`src/rtl/tft_spi_engine_pkg.sv`:
```
// Shared types and the built-in init script for the TFT SPI engine.
package tft_spi_engine_pkg;

    localparam int unsigned EntryW = 18;

    typedef enum logic [1:0] {
        RomCmd = 2'b00,
        RomDat = 2'b01,
        RomDly = 2'b10,
        RomEnd = 2'b11
    } rom_type_e;

    typedef enum logic [2:0] {
        StPrst,
        StPwait,
        StFetch,
        StShift,
        StDelay,
        StDone,
        StIdle,
        StGap
    } state_e;

    function automatic int unsigned max2(input int unsigned a, input int unsigned b);
        return (a > b) ? a : b;
    endfunction

    // Entry = {type, arg}; unlisted addresses read as END.
    function automatic logic [EntryW-1:0] init_rom_entry(input int unsigned addr);
        case (addr)
            0:       return {RomCmd, 16'h0011};
            1:       return {RomDly, 16'd3};
            2:       return {RomDat, 16'h00A5};
            default: return {RomEnd, 16'h0000};
        endcase
    endfunction

endpackage

```
`src/rtl/tft_spi_engine_rom.sv`:
```
// Init-script ROM with a registered read port (one cycle of latency).
module tft_spi_engine_rom
    import tft_spi_engine_pkg::*;
#(
    parameter int unsigned ROM_AW = 7
) (
    input  logic              clk_i,
    input  logic              rst_ni,
    input  logic [ROM_AW-1:0] addr_i,
    output logic [EntryW-1:0] data_o
);

    logic [EntryW-1:0] data_q;

    always_ff @(posedge clk_i or negedge rst_ni) begin
        if (!rst_ni) begin
            data_q <= '0;
        end else begin
            data_q <= init_rom_entry(32'(addr_i));
        end
    end

    assign data_o = data_q;

endmodule

```
`src/rtl/tft_spi_engine.sv`:
```
// SPI master for the TFT panel: reset pulse, ROM-driven init script, then host word stream.
module tft_spi_engine
    import tft_spi_engine_pkg::*;
#(
    parameter int unsigned PIX_W      = 16,
    parameter int unsigned INIT_DIV   = 2500,
    parameter int unsigned WORK_DIV   = 5,
    parameter int unsigned DELAY_UNIT = 50000,
    parameter int unsigned RST_LOW    = 500000,
    parameter int unsigned RST_WAIT   = 6000000,
    parameter int unsigned ROM_AW     = 7,
    parameter int unsigned CS_GAP     = 2
) (
    input  logic             MasterCLK,
    input  logic             MasterRSTn,
    input  logic [PIX_W-1:0] tx_data,
    input  logic             tx_rs,
    input  logic             tx_wide,
    input  logic             tx_valid,
    output logic             tx_ready,
    output logic             SPI_MOSI,
    output logic             SPI_CLK,
    output logic             SPI_CS,
    output logic             RS,
    output logic             RST,
    output logic             init_done,
    output logic             busy
);

    localparam int unsigned DlyW       = 16 + $clog2(DELAY_UNIT);
    localparam int unsigned GapInit    = CS_GAP * INIT_DIV;
    localparam int unsigned GapWork    = CS_GAP * WORK_DIV;
    localparam int unsigned CntW       = max2(max2(DlyW, $clog2(RST_LOW + 1)),
                                              max2($clog2(RST_WAIT + 1),
                                                   $clog2(max2(GapInit, GapWork) + 1)));
    localparam int unsigned DivW       = $clog2(max2(INIT_DIV, WORK_DIV) + 1);
    localparam int unsigned HalfW      = $clog2(2 * PIX_W + 1);
    localparam int unsigned RstLowLoad = (RST_LOW > 0) ? RST_LOW - 1 : 0;
    // FETCH supplies the last cycle of the post-reset wait.
    localparam int unsigned PwaitLoad  = (RST_WAIT > 1) ? RST_WAIT - 2 : 0;

    state_e            state_q, state_d;
    logic [CntW-1:0]   cnt_q, cnt_d;
    logic [DivW-1:0]   div_cnt_q, div_cnt_d;
    logic [HalfW-1:0]  half_q, half_d;
    logic [PIX_W-1:0]  shreg_q, shreg_d;
    logic              rs_q, rs_d;
    logic              wide_q, wide_d;
    logic              phase_init_q, phase_init_d;
    logic [ROM_AW-1:0] addr_q, addr_d;
    logic              init_done_q, init_done_d;

    logic [EntryW-1:0] rom_data;
    rom_type_e         rom_type;
    logic [15:0]       rom_arg;
    logic [DivW-1:0]   div_reload;
    logic [HalfW-1:0]  half_last;
    logic [CntW-1:0]   gap_len;

    tft_spi_engine_rom #(
        .ROM_AW(ROM_AW)
    ) u_rom (
        .clk_i (MasterCLK),
        .rst_ni(MasterRSTn),
        .addr_i(addr_q),
        .data_o(rom_data)
    );

    assign rom_type   = rom_type_e'(rom_data[EntryW-1:16]);
    assign rom_arg    = rom_data[15:0];
    assign div_reload = phase_init_q ? DivW'(INIT_DIV - 1) : DivW'(WORK_DIV - 1);
    assign half_last  = wide_q ? HalfW'(2 * PIX_W) : HalfW'(16);
    assign gap_len    = phase_init_q ? CntW'(GapInit) : CntW'(GapWork);

    always_ff @(posedge MasterCLK or negedge MasterRSTn) begin
        if (!MasterRSTn) begin
            state_q      <= StPrst;
            cnt_q        <= CntW'(RstLowLoad);
            div_cnt_q    <= '0;
            half_q       <= '0;
            shreg_q      <= '0;
            rs_q         <= 1'b0;
            wide_q       <= 1'b0;
            phase_init_q <= 1'b1;
            addr_q       <= '0;
            init_done_q  <= 1'b0;
        end else begin
            state_q      <= state_d;
            cnt_q        <= cnt_d;
            div_cnt_q    <= div_cnt_d;
            half_q       <= half_d;
            shreg_q      <= shreg_d;
            rs_q         <= rs_d;
            wide_q       <= wide_d;
            phase_init_q <= phase_init_d;
            addr_q       <= addr_d;
            init_done_q  <= init_done_d;
        end
    end

    always_comb begin
        state_d      = state_q;
        cnt_d        = cnt_q;
        div_cnt_d    = div_cnt_q;
        half_d       = half_q;
        shreg_d      = shreg_q;
        rs_d         = rs_q;
        wide_d       = wide_q;
        phase_init_d = phase_init_q;
        addr_d       = addr_q;
        init_done_d  = init_done_q;
        unique case (state_q)
            StPrst: begin
                if (cnt_q == '0) begin
                    state_d = StPwait;
                    cnt_d   = CntW'(PwaitLoad);
                end else begin
                    cnt_d = cnt_q - CntW'(1);
                end
            end
            StPwait: begin
                if (cnt_q == '0) state_d = StFetch;
                else             cnt_d   = cnt_q - CntW'(1);
            end
            StFetch: begin
                addr_d = addr_q + ROM_AW'(1);
                if (rom_type == RomEnd || addr_q == '1) begin
                    state_d = StDone;
                end else if (rom_type == RomDly) begin
                    state_d = StDelay;
                    cnt_d   = CntW'(rom_arg) * CntW'(DELAY_UNIT);
                end else begin
                    state_d      = StShift;
                    shreg_d      = PIX_W'(rom_arg[7:0]) << (PIX_W - 8);
                    rs_d         = (rom_type == RomDat);
                    wide_d       = 1'b0;
                    phase_init_d = 1'b1;
                    div_cnt_d    = DivW'(INIT_DIV - 1);
                    half_d       = '0;
                end
            end
            StDelay: begin
                // A zero-length delay still spends this one cycle.
                if (cnt_q <= CntW'(1)) state_d = StFetch;
                else                   cnt_d   = cnt_q - CntW'(1);
            end
            StShift: begin
                if (div_cnt_q != '0) begin
                    div_cnt_d = div_cnt_q - DivW'(1);
                end else begin
                    div_cnt_d = div_reload;
                    if (half_q == half_last) begin
                        // The IDLE/FETCH cycle that follows is the last CS-high gap cycle.
                        if (gap_len > CntW'(1)) begin
                            state_d = StGap;
                            cnt_d   = gap_len - CntW'(2);
                        end else begin
                            state_d = phase_init_q ? StFetch : StIdle;
                        end
                    end else begin
                        half_d = half_q + HalfW'(1);
                        if (half_q[0]) shreg_d = shreg_q << 1;
                    end
                end
            end
            StGap: begin
                if (cnt_q == '0) state_d = phase_init_q ? StFetch : StIdle;
                else             cnt_d   = cnt_q - CntW'(1);
            end
            StDone: begin
                state_d     = StIdle;
                init_done_d = 1'b1;
            end
            StIdle: begin
                if (init_done_q && tx_valid) begin
                    state_d      = StShift;
                    shreg_d      = tx_wide ? tx_data : (PIX_W'(tx_data[7:0]) << (PIX_W - 8));
                    rs_d         = tx_rs;
                    wide_d       = tx_wide;
                    phase_init_d = !init_done_q;
                    div_cnt_d    = init_done_q ? DivW'(WORK_DIV - 1) : DivW'(INIT_DIV - 1);
                    half_d       = '0;
                end
            end
            default: state_d = StPrst;
        endcase
    end

    always_comb begin
        SPI_CS    = (state_q != StShift);
        SPI_CLK   = (state_q == StShift) && half_q[0];
        SPI_MOSI  = (state_q == StShift) && shreg_q[PIX_W-1];
        RS        = rs_q;
        RST       = (state_q != StPrst);
        busy      = (state_q == StShift) || (state_q == StGap);
        tx_ready  = (state_q == StIdle) && init_done_q && !busy;
        init_done = init_done_q;
    end

endmodule

```
`config.mk`:
```
export PLATFORM = sky130hd
export DESIGN_NAME = tft_spi_engine
export DESIGN_NICKNAME = d
export VERILOG_FILES = /design/src/rtl/tft_spi_engine_pkg.sv /design/src/rtl/tft_spi_engine_rom.sv /design/src/rtl/tft_spi_engine.sv
export SDC_FILE = /design/constraint.sdc
export NUM_CORES = 1
export LEC_CHECK = 0
export ABC_AREA = 1
export CAP_MARGIN = 20
export CORE_MARGIN = 2
export CORE_UTILIZATION = 50
export CTS_CLUSTER_DIAMETER = 120
export DETAILED_ROUTE_END_ITERATION = 8
export HOLD_SLACK_MARGIN = 0.06
export PLACE_DENSITY = 0.66
export SLEW_MARGIN = 10
export SYNTH_ARGS = -nofsm -noshare
export SYNTH_HDL_FRONTEND = slang
export SYNTH_SLANG_ARGS = --single-unit
```
`constraint.sdc`:
```
create_clock -name MasterCLK -period 3.5 [get_ports MasterCLK]
set_clock_uncertainty 0.1 [all_clocks]
set_input_delay 0.35 -clock MasterCLK [delete_from_list [all_inputs] [get_ports MasterCLK]]
set_output_delay 0.35 -clock MasterCLK [all_outputs]
set_load 0.02 [all_outputs]
```
==> impl_metrics.tcl, run 1 <==
set metrics [dict create \
    cp.arrival_ns 3.42 \
    crit_path_max_incr_delay_ns 0.57 \
    fin_ws_ns 0.258 \
    cts_buffers 9 \
    grt_use_total 0.247 \
    clk_pin_slew_ns 0.07 \
    rows 43 \
    critPathMaxFanout 4 \
    async_reset_ff_frac 1.00 \
    ios 29 \
    pwr-share-clk 0.495 \
    antenna_cells 0 \
    start_util 0.512 \
    drc_errors 0 \
    netlist_instances 1031 \
    die_w_um 123 \
    area_growth_pct 10.9 \
    drive_gt1_frac 0.0740 \
    crit_type "reg2reg" \
    via_count 6576 \
    cap_violations 0 \
    max-slew-margin-rel 0.429 \
    p_int_w 0.00161 \
    worst-slew-pin-transition_ns 0.857 \
    pwr-share-comb 0.027 \
    worst_path_max_delay_cell "fa_2" \
    layout_commonest_cell "nand2_1" \
    maxUsedRoutingLayer "met4" \
    htreeDepth 3 \
    worstPathCellList "inv_1, ha_1, inv_1, ha_1, ha_1, fa_2, ha_1, nand3_1, nand3_1, nand2_1, nand3_1, nand2_1, nand3_1, nand3_1, nand2_1, o21ai_0" \
    fin_crit_ns 3.24 \
    grt_pass1_vias 5975 \
    die-area_um2 15100 \
    final_cell_mix "333 x nand2_1, 122 x nor2_1, 109 x inv_1, 83 x nand3_1, 73 x dfrtp_1" \
    gp_congestion 0.930 \
    finalSetupViolations 0 \
    fin_nets 1138 \
    place_area_um2 7480 \
    critPathRequiredTime_ns 3.68 \
    setup_tns_ns 0 \
    cts_buffer_depth 2 \
    first_pass_iters 5 \
    cp_top_family "adder cells" \
    cts_tree "done" \
    overflow 0 \
    wl_met3_um 780 \
    leakagePower_nw 3.94 \
    ant_nets 0 \
    ys_seq_area_frac 0.306 \
    crit_buf_inv 2 \
    io_buffers 28 \
    viasPerCell 5.27 \
    final_core_util 0.568 \
    synth_edf_count 0 \
    drt_iter0_drc 467 \
    postLayoutCellArea_um2 7850 \
    yosysUniqueCellTypes 45 \
    ys.flop_type "dfrtp_1" \
    startpoint_type "flop" \
    power_switching_w 0.000469 \
    wl_per_cell_um 14.1 \
    wl_met2_mm 7.80 \
    cp-end-kind "flop" \
    wl_met1_mm 8.85 \
    finalMaxSlewViolations 0 \
    max_freq_mhz 308 \
    antenna_found_initial 0 \
    power_density_nw_per_um2 265 \
    yosys_register_bits 86 \
    ys_warn_count 0 \
    netlist_area_um2 7070 \
    hold_path.class "reg2reg" \
    power.share.sequential 0.479 \
    drt-total-wl_mm 17.6 \
    dp_slack_ns 0.115 \
    finalHoldViolCount 0 \
    grt_start_max_net_pins 66 \
    swShare 0.226 \
    ir_drop_v 0.000246 \
    die_height_um 123 \
    synth_fp_nets 1107 \
    core_area_um2 13800 \
    fin_crit_sh 0.926 \
    syn_avg_cell_area_um2 6.86 \
    status "finished clean" \
    cpMostUsedCell "nand3_1" \
    root_buffer "clkbuf_16" \
    dp_hpwl_mm 13.2 \
    clock-sinks 86 \
    grt_pass1_wl_mm 29.4 \
    insertion_delay_ns 0.35 \
    n_fill_cell 1360 \
]
## Yosys cell counts, types with 2 or more instances
cell type  count  area [um^2]
a21oi_1       17         85.1
a21oi_2        2         17.5
a22oi_1       13         97.6
a2bb2oi_1      2         17.5
buf_2          3         15.0
buf_4          5         37.5
buf_6         10          113
clkbuf_1       2         7.51
dfrtp_1       74         1850
dfstp_2       12          315
fa_1           3         60.1
ha_1          52          651
inv_1        109          409
inv_2          3         11.3
mux2_2         6         67.6
nand2_1      333         1250
nand2_2        5         31.3
nand3_1       83          415
nand3b_1       8         60.1
nand4_1       14         87.6
nor2_1       122          458
nor2_2         4         25.0
nor2_4         5         56.3
nor3_1        10         50.1
nor3b_1        3         22.5
o211ai_1       2         15.0
o21a_1         3         22.5
o21ai_0       54          270
o21ai_1       18         90.1
o21ai_2        4         35.0
o21bai_1       7         52.6
xnor2_1       12          105
xor2_1        19          166
## per-layer routing
metal / global-route usage / up-vias
met1: 0.370 / 3010
met3: 0.0374 / 17
li1: - / 3393
met5: 0 / -
met4: 0.0582 / 0
met2: 0.374 / 156
## what timing repair did
item                                    CTS  global route
hold buffers                              1             0
setup buffers                             0             1
endpoints found under the setup margin    0             9
endpoints found under the hold margin    23             0
gates resized for setup                   0             6
## power groups by stage
stage                     sequential, W  clock (W)  combinational [W]
after floorplan                 0.00101          0         0.00000907
after global placement          0.00101          0          0.0000559
after detailed placement        0.00101          0          0.0000564
after CTS                      0.000994    0.00105          0.0000575
after global routing           0.000993    0.00108          0.0000619
final                          0.000994    0.00103          0.0000553
## cell type report
type | instances | area (um^2) | area share
tap | 180 | 225 | 0.0287
sequential | 86 | 2170 | 0.276
clock buffer | 10 | 239 | 0.0304
clock inverter | 6 | 73.8 | 0.00941
timing repair buffer | 41 | 378 | 0.0481
multi-input combinational | 812 | 4340 | 0.553
inverter | 112 | 420 | 0.0536
## per-stage QoR
step / hold WS, ns / total power [W] / std cells
after CTS: 0.393 / 0.00210 / 1246
after detailed placement: 0.372 / 0.00107 / 1229
final: 0.390 / 0.00208 / 1247
after floorplan: -0.0456 / 0.00102 / 1031
after global placement: 0.371 / 0.00107 / 1229
after global routing: 0.418 / 0.00214 / 1247
## tightest hold or removal path, stage by stage, from the launching register on
cell and delay, ns:
dfrtp_1 0.34, nand2_1 0.05, o21ai_0 0.06
## registers in the layout, indices dropped and copies added (netlist names)
name	flops
cnt_q	32
shreg_q	16
div_cnt_q	12
addr_q	7
half_q	6
u_rom.data_o	6
state_q	3
RS	1
init_done	1
phase_init_q	1
wide_q	1
## worst paths after layout
check                                 from         to  slack, ns  depth (start not counted)
max                        u_rom.data_o[1]  cnt_q[16]       0.26                         16
min                                     RS         RS       0.39                          2
max reg2reg                u_rom.data_o[1]  cnt_q[16]       0.26                         16
max in group asynchronous       MasterRSTn  cnt_q[13]       1.96                          3
min in group asynchronous       MasterRSTn  cnt_q[31]       0.55                          2
min reg2reg                             RS         RS       0.39                          2
## cell families after synthesis
group	synth area share
AND/OR/NAND/NOR	0.353
buffers and inverters	0.0844
AO/OA/AOI/OAI	0.107
flip-flops	0.306
adder cells (fa/ha/maj)	0.100
XOR/XNOR	0.0384
multiplexers	0.0110
No activity file was read; power rests on OpenSTA's default activity.
==> run 2: changes to the inputs <==
CORE_UTILIZATION = 30   (was 50)
PLACE_DENSITY = 0.55   (was 0.66)
clock period = 2.9 ns   (was 3.5 ns; I/O delays follow)
==> impl_metrics.tcl, run 2 (same netlist as run 1, synthesis figures left out) <==
set metrics [dict create \
    layout_commonest_cell "nand2_1" \
    swShare 0.250 \
    clock-sinks 86 \
    grt_start_max_net_pins 50 \
    dp_slack_ns -0.299 \
    start_util 0.303 \
    first_pass_iters 5 \
    htreeDepth 3 \
    overflow 0 \
    n_fill_cell 2466 \
    finalHoldViolCount 0 \
    fin_total_pwr_w 0.00246 \
    drt_iter0_drc 374 \
    gp_congestion 0.857 \
    die-area_um2 24800 \
    wl_met2_mm 9.08 \
    pwr-share-clk 0.484 \
    cts_tree "done" \
    power_density_nw_per_um2 280 \
    critPathRequiredTime_ns 3.05 \
    finalSetupViolations 14 \
    io_buffers 28 \
    wl_met3_um 538 \
    leakagePower_nw 4.23 \
    startpoint_type "flop" \
    fin_hold_ws_ns 0.244 \
    root_buffer "clkbuf_16" \
    dp_hpwl_mm 14.8 \
    area_growth_pct 24.3 \
    pwr-share-comb 0.029 \
    top_regs "cnt_q x32, shreg_q x16, div_cnt_q x12" \
    cap_violations 0 \
    maxUsedRoutingLayer "met4" \
    antenna_found_initial 0 \
    rows 56 \
    critPathMaxFanout 5 \
    cp-end-kind "flop" \
    p_int_w 0.00185 \
    power_switching_w 0.000614 \
    hold_path.class "in2async" \
    wl_met1_mm 9.91 \
    grt_pass1_wl_mm 32.5 \
    wl_per_cell_um 13.8 \
    clk_pin_slew_ns 0.07 \
    cts_buffers 9 \
    fin_crit_ns 3.03 \
    core_area_um2 23300 \
    fin_crit_sh 1.04 \
    grt_use_total 0.164 \
    power.share.sequential 0.487 \
    worst-slew-pin-transition_ns 0.559 \
    rsz0062_at_grt "yes" \
    fin_ws_ns -0.129 \
    cp.arrival_ns 3.18 \
    final_core_util 0.377 \
    max_freq_mhz 330 \
    finalMaxSlewViolations 0 \
    multiInputGateArea_um2 4670 \
    final_cell_mix "317 x nand2_1, 121 x nor2_1, 101 x inv_1, 73 x nand3_1, 72 x dfrtp_1" \
    viasPerCell 4.67 \
    ir_drop_v 0.000252 \
    largest_reg_flops 32 \
    drc_errors 0 \
    ant_nets 0 \
    violations "negative setup slack" \
    cts_buffer_depth 2 \
    regMostFlops "cnt_q" \
    fin_nets 1194 \
    antenna_cells 0 \
    crit_type "reg2reg" \
    die_w_um 158 \
    drive_gt1_frac 0.175 \
    drt-total-wl_mm 19.9 \
    ios 29 \
    regArea_um2 2170 \
    status "finished, violations left" \
    via_count 6728 \
    die_height_um 158 \
    grt_pass1_vias 6441 \
    insertion_delay_ns 0.36 \
    max-slew-margin-rel 0.626 \
]
## run 2: cell types whose count changed in the layout (fill, tap and decap cells not counted), moves of 5 or more
cell,change
buf_4,+53
ha_1,-17
ha_4,+14
inv_1,-8
inv_2,+8
nand2_1,-16
nand2_2,+16
nand3_1,-10
nand3_2,+9
o21ai_0,-7
o21ai_1,+5
## run 2: path summary, 6_finish.rpt
| kind | start | endpoint | slack, ns | cells past startpoint |
|---|---|---|---|---|
| max in group asynchronous | MasterRSTn | cnt_q[0] | 1.79 | 3 |
| min | MasterRSTn | cnt_q[23] | 0.24 | 2 |
| max | u_rom.data_o[1] | cnt_q[24] | -0.13 | 15 |
| max reg2reg | u_rom.data_o[1] | cnt_q[24] | -0.13 | 15 |
| min reg2reg | shreg_q[8] | shreg_q[8] | 0.39 | 2 |
| min in group MasterCLK | shreg_q[8] | shreg_q[8] | 0.39 | 2 |
## run 2: worst max-delay path: stages, from the launching register on
cell and delay, ns:
dfrtp_2 0.43, inv_2 0.07, ha_4 0.26, inv_2 0.04
ha_4 0.27, ha_4 0.20, fa_2 0.55, ha_2 0.29
nand4_1 0.14, nand2_2 0.09, nand2_1 0.10, nand3_2 0.08
nand2_2 0.09, nand2_1 0.06, o21ai_2 0.11, nand2_1 0.06
## run 2: what timing repair did
item / 4_1_cts / 5_1_grt
pin swaps: 15 / 18
setup buffers: 18 / 3
endpoints found under the hold margin: 59 / 0
setup endpoints to repair: 13 / 16
gates resized for setup: 37 / 29
hold buffers: 1 / 0
## run 2: power by group through the flow
stage	sequential, W	clock [W]	combinational, W
2_1_floorplan	0.00122	0	0.0000110
3_3_place_gp	0.00122	0	0.0000723
3_5_place_dp	0.00122	0	0.0000725
4_1_cts	0.00120	0.00123	0.0000737
5_1_grt	0.00120	0.00127	0.0000784
6_report	0.00120	0.00119	0.0000709
## run 2: area by class of cell
cell class | count | area share
inverters | 112 | 0.0478
clock buffers | 9 | 0.0256
multi-input cells | 812 | 0.531
repair buffers | 97 | 0.0951
well taps | 319 | 0.0454
clock inverters | 7 | 0.00811
flip-flops and latches | 86 | 0.247
## run 2: metrics by stage
stage,cell area [um^2],TNS [ns],cells
2_1_floorplan,7130,-0.0572,1031
3_3_place_gp,8060,-1.70,1408
3_5_place_dp,8060,-2.37,1408
4_1_cts,8690,-1.56,1443
5_1_grt,8790,-3.13,1442
6_report,8790,-1.22,1442
## run 2: metal layers
metal | vias up | track usage
met5 | - | 0
met3 | 21 | 0.0226
met2 | 74 | 0.267
met1 | 3123 | 0.227
li1 | 3510 | -
met4 | 0 | 0.0476
==> run 3: changes to the inputs <==
GPL_ROUTABILITY_DRIVEN = 0   (was not set)
==> results of run 3 <==
No change in the layout: final DEF, timing and power equal those of run 2.
